### src/rtl/uart_tx_stream.sv
// rtl/uart_tx_stream.sv - 8N1/8N2 serial transmitter fed by a one-byte request/strobe handshake
module uart_tx_stream #(
  parameter int CLKS_PER_BIT = 4,
  parameter int STOPBITS     = 1
) (
  input  logic       clk,
  input  logic       rst,
  input  logic [7:0] DataVal,
  input  logic       DataReady,
  output logic       DataNext,
  input  logic       cts_n,
  output logic       TxD,
  output logic       Busy,
  output logic       ProtoErr
);

  localparam int CW = $clog2(CLKS_PER_BIT);
  localparam int SW = $clog2(STOPBITS * CLKS_PER_BIT);
  localparam logic [CW-1:0] BIT_LAST  = CW'(CLKS_PER_BIT - 1);
  localparam logic [SW-1:0] STOP_LAST = SW'(STOPBITS * CLKS_PER_BIT - 1);

  typedef enum logic [1:0] {
    IDLE  = 2'd0,
    START = 2'd1,
    DATA  = 2'd2,
    STOP  = 2'd3
  } state_t;

  state_t        state;
  state_t        state_next;
  logic [1:0]    rst_sync;
  logic [1:0]    cts_sync;
  logic [7:0]    hold;
  logic          hold_full;
  logic          hold_full_next;
  logic [7:0]    shift;
  logic [CW-1:0] cnt;
  logic [SW-1:0] stop_cnt;
  logic [2:0]    bit_idx;

  logic rst_ok;
  logic cts_ok;
  logic can_start;
  logic bit_end;
  logic stop_end;
  logic last_bit;
  logic capture;
  logic load;

  assign rst_ok    = rst_sync[1];
  assign cts_ok    = ~cts_sync[1];
  assign can_start = hold_full & cts_ok;
  assign bit_end   = (cnt == '0);
  assign stop_end  = (stop_cnt == '0);
  assign last_bit  = (bit_idx == 3'd7);
  assign capture   = DataReady & DataNext;

  // Release of the asynchronous reset is re-timed so requests start cleanly after it
  always_ff @(posedge clk or negedge rst) begin
    if (!rst) begin
      rst_sync <= 2'b00;
    end else begin
      rst_sync <= {rst_sync[0], 1'b1};
    end
  end

  // Clear-to-send comes from another domain; it resets to "not clear" until sampled
  always_ff @(posedge clk or negedge rst) begin
    if (!rst) begin
      cts_sync <= 2'b11;
    end else begin
      cts_sync <= {cts_sync[0], cts_n};
    end
  end

  // Holding register occupancy after this edge: filled by a handshake, emptied by a frame load
  always_comb begin
    hold_full_next = hold_full;
    if (capture) begin
      hold_full_next = 1'b1;
    end else if (load) begin
      hold_full_next = 1'b0;
    end
  end

  // Upstream handshake: capture one byte per request, re-request as soon as the slot frees
  always_ff @(posedge clk or negedge rst) begin
    if (!rst) begin
      hold      <= '0;
      hold_full <= 1'b0;
      DataNext  <= 1'b0;
      ProtoErr  <= 1'b0;
    end else begin
      if (capture) begin
        hold <= DataVal;
      end
      hold_full <= hold_full_next;
      DataNext  <= rst_ok & ~hold_full_next;
      if (DataReady & ~DataNext) begin
        ProtoErr <= 1'b1;
      end
    end
  end

  // FSM state register
  always_ff @(posedge clk or negedge rst) begin
    if (!rst) begin
      state <= IDLE;
    end else begin
      state <= state_next;
    end
  end

  // FSM next state; a frame load is allowed from IDLE or on the last stop clock
  always_comb begin
    state_next = state;
    load       = 1'b0;
    case (state)
      IDLE: begin
        if (can_start) begin
          state_next = START;
          load       = 1'b1;
        end
      end
      START: begin
        if (bit_end) begin
          state_next = DATA;
        end
      end
      DATA: begin
        if (bit_end && last_bit) begin
          state_next = STOP;
        end
      end
      STOP: begin
        if (stop_end) begin
          if (can_start) begin
            state_next = START;
            load       = 1'b1;
          end else begin
            state_next = IDLE;
          end
        end
      end
      default: begin
        state_next = IDLE;
      end
    endcase
  end

  // FSM outputs: line level per state and occupancy flag
  always_comb begin
    TxD = 1'b1;
    case (state)
      IDLE:    TxD = 1'b1;
      START:   TxD = 1'b0;
      DATA:    TxD = shift[0];
      STOP:    TxD = 1'b1;
      default: TxD = 1'b1;
    endcase
    Busy = (state != IDLE) | hold_full;
  end

  // Bit timing and shifting; counters reload at every bit start and expire at zero
  always_ff @(posedge clk or negedge rst) begin
    if (!rst) begin
      shift    <= '0;
      cnt      <= '0;
      stop_cnt <= '0;
      bit_idx  <= '0;
    end else if (load) begin
      shift   <= hold;
      cnt     <= BIT_LAST;
      bit_idx <= '0;
    end else begin
      case (state)
        START: begin
          if (bit_end) begin
            cnt     <= BIT_LAST;
            bit_idx <= '0;
          end else begin
            cnt <= cnt - 1'b1;
          end
        end
        DATA: begin
          if (bit_end) begin
            shift   <= {1'b0, shift[7:1]};
            bit_idx <= bit_idx + 1'b1;
            cnt     <= BIT_LAST;
            if (last_bit) begin
              stop_cnt <= STOP_LAST;
            end
          end else begin
            cnt <= cnt - 1'b1;
          end
        end
        STOP: begin
          if (!stop_end) begin
            stop_cnt <= stop_cnt - 1'b1;
          end
        end
        default: begin
        end
      endcase
    end
  end

endmodule
### config.mk
export PLATFORM = sky130hd
export DESIGN_NAME = uart_tx_stream
export DESIGN_NICKNAME = d
export VERILOG_FILES = /design/src/rtl/uart_tx_stream.sv
export SDC_FILE = /design/constraint.sdc
export NUM_CORES = 1
export LEC_CHECK = 0
export BUFFER_PORTS_ARGS = -buffer_cell sky130_fd_sc_hd__buf_4
export CAP_MARGIN = 25
export CORE_ASPECT_RATIO = 1.1
export CORE_MARGIN = 2
export CORE_UTILIZATION = 46
export DETAILED_ROUTE_END_ITERATION = 6
export PLACE_DENSITY = 0.66
export SYNTH_ARGS = -nofsm -noshare
export SYNTH_HDL_FRONTEND = slang
export SYNTH_SLANG_ARGS = --single-unit
### constraint.sdc
create_clock -name clk -period 2.5 [get_ports clk]
set_clock_uncertainty 0.05 [all_clocks]
set_input_delay 0.25 -clock clk [delete_from_list [all_inputs] [get_ports clk]]
set_output_delay 0.25 -clock clk [all_outputs]
set_load 0.01 [all_outputs]
==> results of run 1 <==
placed cells by master (no fill, tap or decap), types with 2 or more instances in the layout:
cell / n
dlygate4sd3_1: 2
nand2_1: 18
clkbuf_8: 2
ha_1: 9
mux2i_1: 7
a32oi_1: 2
mux2_2: 8
mux2_1: 2
buf_4: 16
dfstp_2: 2
dfrtp_1: 30
inv_1: 10
a21oi_1: 2
nand2b_1: 2
clkbuf_4: 5
nor2_1: 8
nor2b_1: 2
o21ai_0: 13
per-stage QoR:
stage,instance area (um2),setup slack (ns),hold WS (ns),instances,util
2_1_floorplan,1460,0.681,-0.0956,127,-
3_3_place_gp,1620,0.631,0.153,175,0.531
3_5_place_dp,1620,0.490,0.164,175,0.531
4_1_cts,1710,0.466,0.0701,185,0.560
5_1_grt,1710,0.397,0.0673,185,0.560
6_report,1710,0.491,0.0869,185,0.560
routing by layer:
| layer | wire [um] | up-vias |
|---|---|---|
| met5 | 0 | - |
| met4 | 51 | 0 |
| met3 | 105 | 5 |
| met2 | 1240 | 16 |
| met1 | 1070 | 475 |
| li1 | - | 477 |
cell type report:
class / instances / area [um2] / share of cell area
flip-flops and latches: 32 / 803 / 0.471
multi-input cells: 83 / 614 / 0.360
repair buffers: 18 / 140 / 0.0821
clock buffers: 8 / 68.8 / 0.0403
well taps: 34 / 42.5 / 0.0249
inverters: 10 / 37.5 / 0.0220
power by group through the flow:
| stage | clock network, mW | logic [mW] | registers, mW |
|---|---|---|---|
| after CTS | 0.354 | 0.746 | 0.815 |
| after detailed placement | 0 | 0.739 | 0.825 |
| after global placement | 0 | 0.707 | 0.812 |
| final | 0.337 | 0.732 | 0.815 |
| after global routing | 0.374 | 0.827 | 0.840 |
| after floorplan | 0 | 0.567 | 0.795 |
logic make-up (layout without fill, tap and decap cells):
kind of cell,count (synthesis),in the layout,share of synthesized area
AO/OA/AOI/OAI,25,25,0.125
adder cells (fa/ha/maj),9,9,0.0769
buffers and inverters,12,36,0.0316
flip-flops,32,32,0.549
multiplexers,17,17,0.125
other,1,1,0.00256
AND/OR/NAND/NOR,31,31,0.0906
repair_timing:
item                                   CTS  global route
endpoints found under the hold margin   31             0
hold buffers                             2             0
gates resized for setup                  0             0
cells in the mapped netlist:
cell	number	area share
dfrtp_1	30	0.51
nand2_1	18	0.046
ha_1	9	0.077
nand2b_1	2	0.0085
mux2i_1	7	0.048
a22oi_1	1	0.0051
mux2_2	8	0.062
conb_1	1	0.0026
a21boi_1	1	0.0051
o21ai_0	13	0.044
nor2_1	8	0.021
a21oi_2	1	0.0060
a2111oi_2	1	0.010
o21bai_1	1	0.0051
nor2b_1	2	0.0085
a311oi_1	1	0.0060
a32oi_1	2	0.012
a21o_1	1	0.0051
a21oi_1	2	0.0068
buf_2	1	0.0034
mux2_1	2	0.015
dfstp_2	2	0.036
nor3_2	1	0.0068
clkbuf_1	1	0.0026
a2111oi_4	1	0.019
inv_1	10	0.026
registers in the layout (all words and copies together), names as in the netlist:
| signal | flops |
|---|---|
| cts_sync | 2 |
| ProtoErr | 1 |
| DataNext | 1 |
| bit_idx | 3 |
| cnt | 2 |
| hold | 8 |
| stop_cnt | 2 |
| shift | 8 |
| hold_full | 1 |
| rst_sync | 2 |
| state | 2 |
path summary, 6_finish.rpt:
| kind | slack, ns | start | to | cells past startpoint |
|---|---|---|---|---|
| min in group asynchronous | 0.34 | rst | stop_cnt[0] | 2 |
| max in group asynchronous | 1.71 | rst | cts_sync[0] | 2 |
| worst max register to register | 0.49 | state[0] | stop_cnt[1] | 5 |
| worst min-delay path | 0.09 | DataReady | ProtoErr | 2 |
| worst min register to register | 0.31 | rst_sync[0] | rst_sync[1] | 0 |
| worst max-delay path | 0.49 | state[0] | stop_cnt[1] | 5 |
==> results.sh, run 1 <==
export IMPL_cpPeakStageDelay_ns=0.44
export IMPL_grt_busiest_layer="met2"
export IMPL_power_density_nw_per_um2=1100
export IMPL_drive_gt1_frac=0.245
export IMPL_antenna_found_initial=0
export IMPL_switching_share=0.354
export IMPL_start_util=0.480
export IMPL_critical_path_startpoint_type="flip-flop"
export IMPL_htreeDepth=2
export IMPL_die_w_um=57.8
export IMPL_vias=973
export IMPL_cts_setup_buffers=0
export IMPL_cap_viol_max_count=0
export IMPL_synthToLayoutAreaGrowth_pct=16.6
export IMPL_setup_tns_final_ns=0
export IMPL_rsz0062_at_grt="no"
export IMPL_grt_max_degree=33
export IMPL_route_detailed_drc=0
export IMPL_finalPower_mw=1.88
export IMPL_grt_overflow_total=0
export IMPL_post_route_period_util=0.803
export IMPL_nNetsFinal=171
export IMPL_synth_seq_cells=32
export IMPL_outcome="completed"
export IMPL_worstPathCellList="inv_1 -> ha_1 -> nor3_2 -> a2111oi_2 -> mux2_1"
export IMPL_num_rows=21
export IMPL_gr_usage_all_layers=0.160
export IMPL_wirelength_um=2470
export IMPL_viasPerCell=5.26
export IMPL_synth_nets=148
export IMPL_ir_worst_vdd_mv=0.632
export IMPL_synth_cells=127
export IMPL_cts_root_buf="clkbuf_4"
export IMPL_clockBufferDepth=2
export IMPL_cts_buffers=5
export IMPL_grt_pass1_vias=1016
export IMPL_final_max_slew_viol_count=0
export IMPL_yosysUniqueCellTypes=26
export IMPL_avgSynthCellArea_um2=11.5
export IMPL_fp_dieArea_um2=3650
export IMPL_worst_path_buf_inv=1
export IMPL_cp_arrival_ns=2.18
export IMPL_power_switching_mw=0.667
export IMPL_cpMaxStageDelayCell="a2111oi_2"
export IMPL_detail_route_antenna_nets=0
export IMPL_dieHeight_um=63.2
export IMPL_core_um2=3050
export IMPL_cts_sinks=32
export IMPL_end_kind="flip-flop"
export IMPL_fmax_ghz=0.498
export IMPL_dp_hpwl_um=1700
export IMPL_clock_latency_ns=0.33
export IMPL_diodes=0
export IMPL_netlist_area_um2=1460
export IMPL_final_fill_count=261
export IMPL_worstSetupPathType="flip-flop to flip-flop"
export IMPL_dr_pass1_iters=4
export IMPL_hold_violations=0
export IMPL_seqPwrFrac=0.433
export IMPL_drt_iter0_drc=33
export IMPL_port_buffers=15
export IMPL_pwr_share_comb=0.389
export IMPL_use_met2=0.257
export IMPL_routedWlPerCell_um=13.3
export IMPL_gp_congestion=0.701
export IMPL_p_int_mw=1.22
export IMPL_yosysSeqAreaShare=0.549
export IMPL_clk_pin_slew_ns=0.10
export IMPL_ys_warn_count=0
export IMPL_met1_usage=0.192
export IMPL_crit_family="compound AO/OA/AOI/OAI gates"
export IMPL_cts_tree="done"
export IMPL_gr_usage_met3=0.0616
export IMPL_p_clk_frac=0.179
export IMPL_setup_viol=0
export IMPL_leakage_nw=0.848
export IMPL_cp_required_ns=2.67
export IMPL_min_delay_path_class="input port to flip-flop"
export IMPL_cp_max_fo=7
export IMPL_grt_pass1_wl_um=4430
export IMPL_ios=16
export IMPL_fin_crit_ns=2.01
No activity file was read; power rests on OpenSTA's default activity.
==> run 2, diff against run 1 <==
clock period = 2 ns   (was 2.5 ns; I/O delays follow)
==> run 2 against run 1 <==
Clock power grew 21%. Sequential power grew 24%. Sequential cell count is the same. Largest cell class unchanged. Via count grew 0.21%. Non-clock buffer count grew 3. Critical path depth grew 1. Final cell count grew 1.6%.
==> results.sh, run 2 (synthesis results as in run 1) <==
export IMPL_outcome="completed"
export IMPL_grt_pass1_vias=1004
export IMPL_start_util=0.480
export IMPL_post_route_period_util=0.951
export IMPL_nNetsFinal=174
export IMPL_setup_tns_final_ns=0
export IMPL_cp_required_ns=2.15
export IMPL_grt_max_degree=33
export IMPL_final_util=0.573
export IMPL_grt_pass1_wl_um=4400
export IMPL_fin_crit_ns=1.90
export IMPL_pre_cts_ws_ns=0.0483
export IMPL_fmax_ghz=0.526
export IMPL_routedWlPerCell_um=12.7
export IMPL_cp_max_fo=5
export IMPL_route_detailed_drc=0
export IMPL_vias=975
export IMPL_end_kind="flip-flop"
export IMPL_die_w_um=57.8
export IMPL_detail_route_antenna_nets=0
export IMPL_worstSetupPathType="flip-flop to flip-flop"
export IMPL_clk_pin_slew_ns=0.09
export IMPL_drive_gt1_frac=0.260
export IMPL_setup_viol=0
export IMPL_port_buffers=15
export IMPL_core_um2=3050
export IMPL_drt_iter0_drc=17
export IMPL_rsz0062_at_grt="no"
export IMPL_fp_dieArea_um2=3650
export IMPL_dp_hpwl_um=1720
export IMPL_fin_cells=188
export IMPL_viasPerCell=5.19
export IMPL_hold_violations=0
export IMPL_setup_ws_ns=0.0980
export IMPL_worstHoldStart="DataReady"
export IMPL_final_fill_count=261
export IMPL_power_density_nw_per_um2=1380
export IMPL_clockBufferDepth=2
export IMPL_cts_buffers=5
export IMPL_num_rows=21
export IMPL_synthToLayoutAreaGrowth_pct=19.2
export IMPL_seq_area_um2=803
export IMPL_top_regs="hold x8, shift x8, bit_idx x3"
export IMPL_multi_input_area_um2=627
export IMPL_antenna_found_initial=0
export IMPL_wirelength_um=2390
export IMPL_cap_viol_max_count=0
export IMPL_r2r_start="state[0]"
export IMPL_cts_sinks=32
export IMPL_htreeDepth=2
export IMPL_critical_path_startpoint_type="flip-flop"
export IMPL_clock_latency_ns=0.31
export IMPL_gr_usage_all_layers=0.162
export IMPL_gp_congestion=0.779
export IMPL_final_common_cell="dfrtp_1"
export IMPL_leakage_nw=0.867
export IMPL_ir_worst_vdd_mv=1.05
export IMPL_min_delay_path_class="input port to flip-flop"
export IMPL_cts_root_buf="clkbuf_4"
export IMPL_cp_arrival_ns=2.05
export IMPL_final_max_slew_viol_count=0
export IMPL_place_inst=178
export IMPL_timing_critical_path_from="state[0]"
export IMPL_layout_common_cells="dfrtp_1, nand2_1, buf_4"
export IMPL_dr_pass1_iters=4
export IMPL_grt_overflow_total=0
export IMPL_diodes=0
export IMPL_ios=16
export IMPL_cts_tree="done"
export IMPL_dieHeight_um=63.2
export IMPL_cts_setup_buffers=0
run 2: worst max-delay path: stages, from the launching register on:
cell       delay (ns)
dfrtp_1          0.39
inv_1            0.11
ha_1             0.28
a21oi_2          0.15
nor3_2           0.08
a2111oi_4        0.37
mux2_1           0.37
run 2: routing by layer:
layer  vias up  GRT usage  part of all wire
li1        483          -                 -
met1       471      0.189              0.43
met2        19      0.263              0.51
met3         2     0.0657             0.049
met4         0     0.0640            0.0084
met5         -          0                 0
run 2: report_power, final:
part	internal, mW	leakage (nW)	switching (mW)
sequential	0.884	0.382	0.125
clock	0.207	0.0386	0.200
combinational	0.478	0.446	0.522
run 2: final timing paths:
check / endpoint / slack, ns / cells after the start
min: ProtoErr / 0.06 / 2
min in group asynchronous: stop_cnt[0] / 0.30 / 2
min reg2reg: cts_sync[1] / 0.31 / 0
max reg2reg: stop_cnt[0] / 0.1 / 6
max in group asynchronous: cts_sync[1] / 1.28 / 2
max: stop_cnt[0] / 0.1 / 6
run 2: cell type report:
class / instances / share of cell area
flip-flops and latches: 32 / 0.460
repair buffers: 21 / 0.0953
clock buffers: 8 / 0.0394
well taps: 34 / 0.0244
inverters: 10 / 0.0215
multi-input cells: 83 / 0.359
run 2: what timing repair did:
item | CTS | global route
setup endpoints to repair | 0 | 2
hold endpoints to repair | 31 | 0
hold buffers | 2 | 0
gates resized for setup | 0 | 2
run 2: through the flow:
step / hold WS [ns] / total power, mW / cell area (um2)
final: 0.0566 / 2.42 / 1750
after global routing: 0.0270 / 2.63 / 1750
after CTS: 0.0426 / 2.42 / 1730
after detailed placement: 0.105 / 2.00 / 1640
after global placement: 0.105 / 1.95 / 1640
after floorplan: -0.146 / 1.70 / 1460
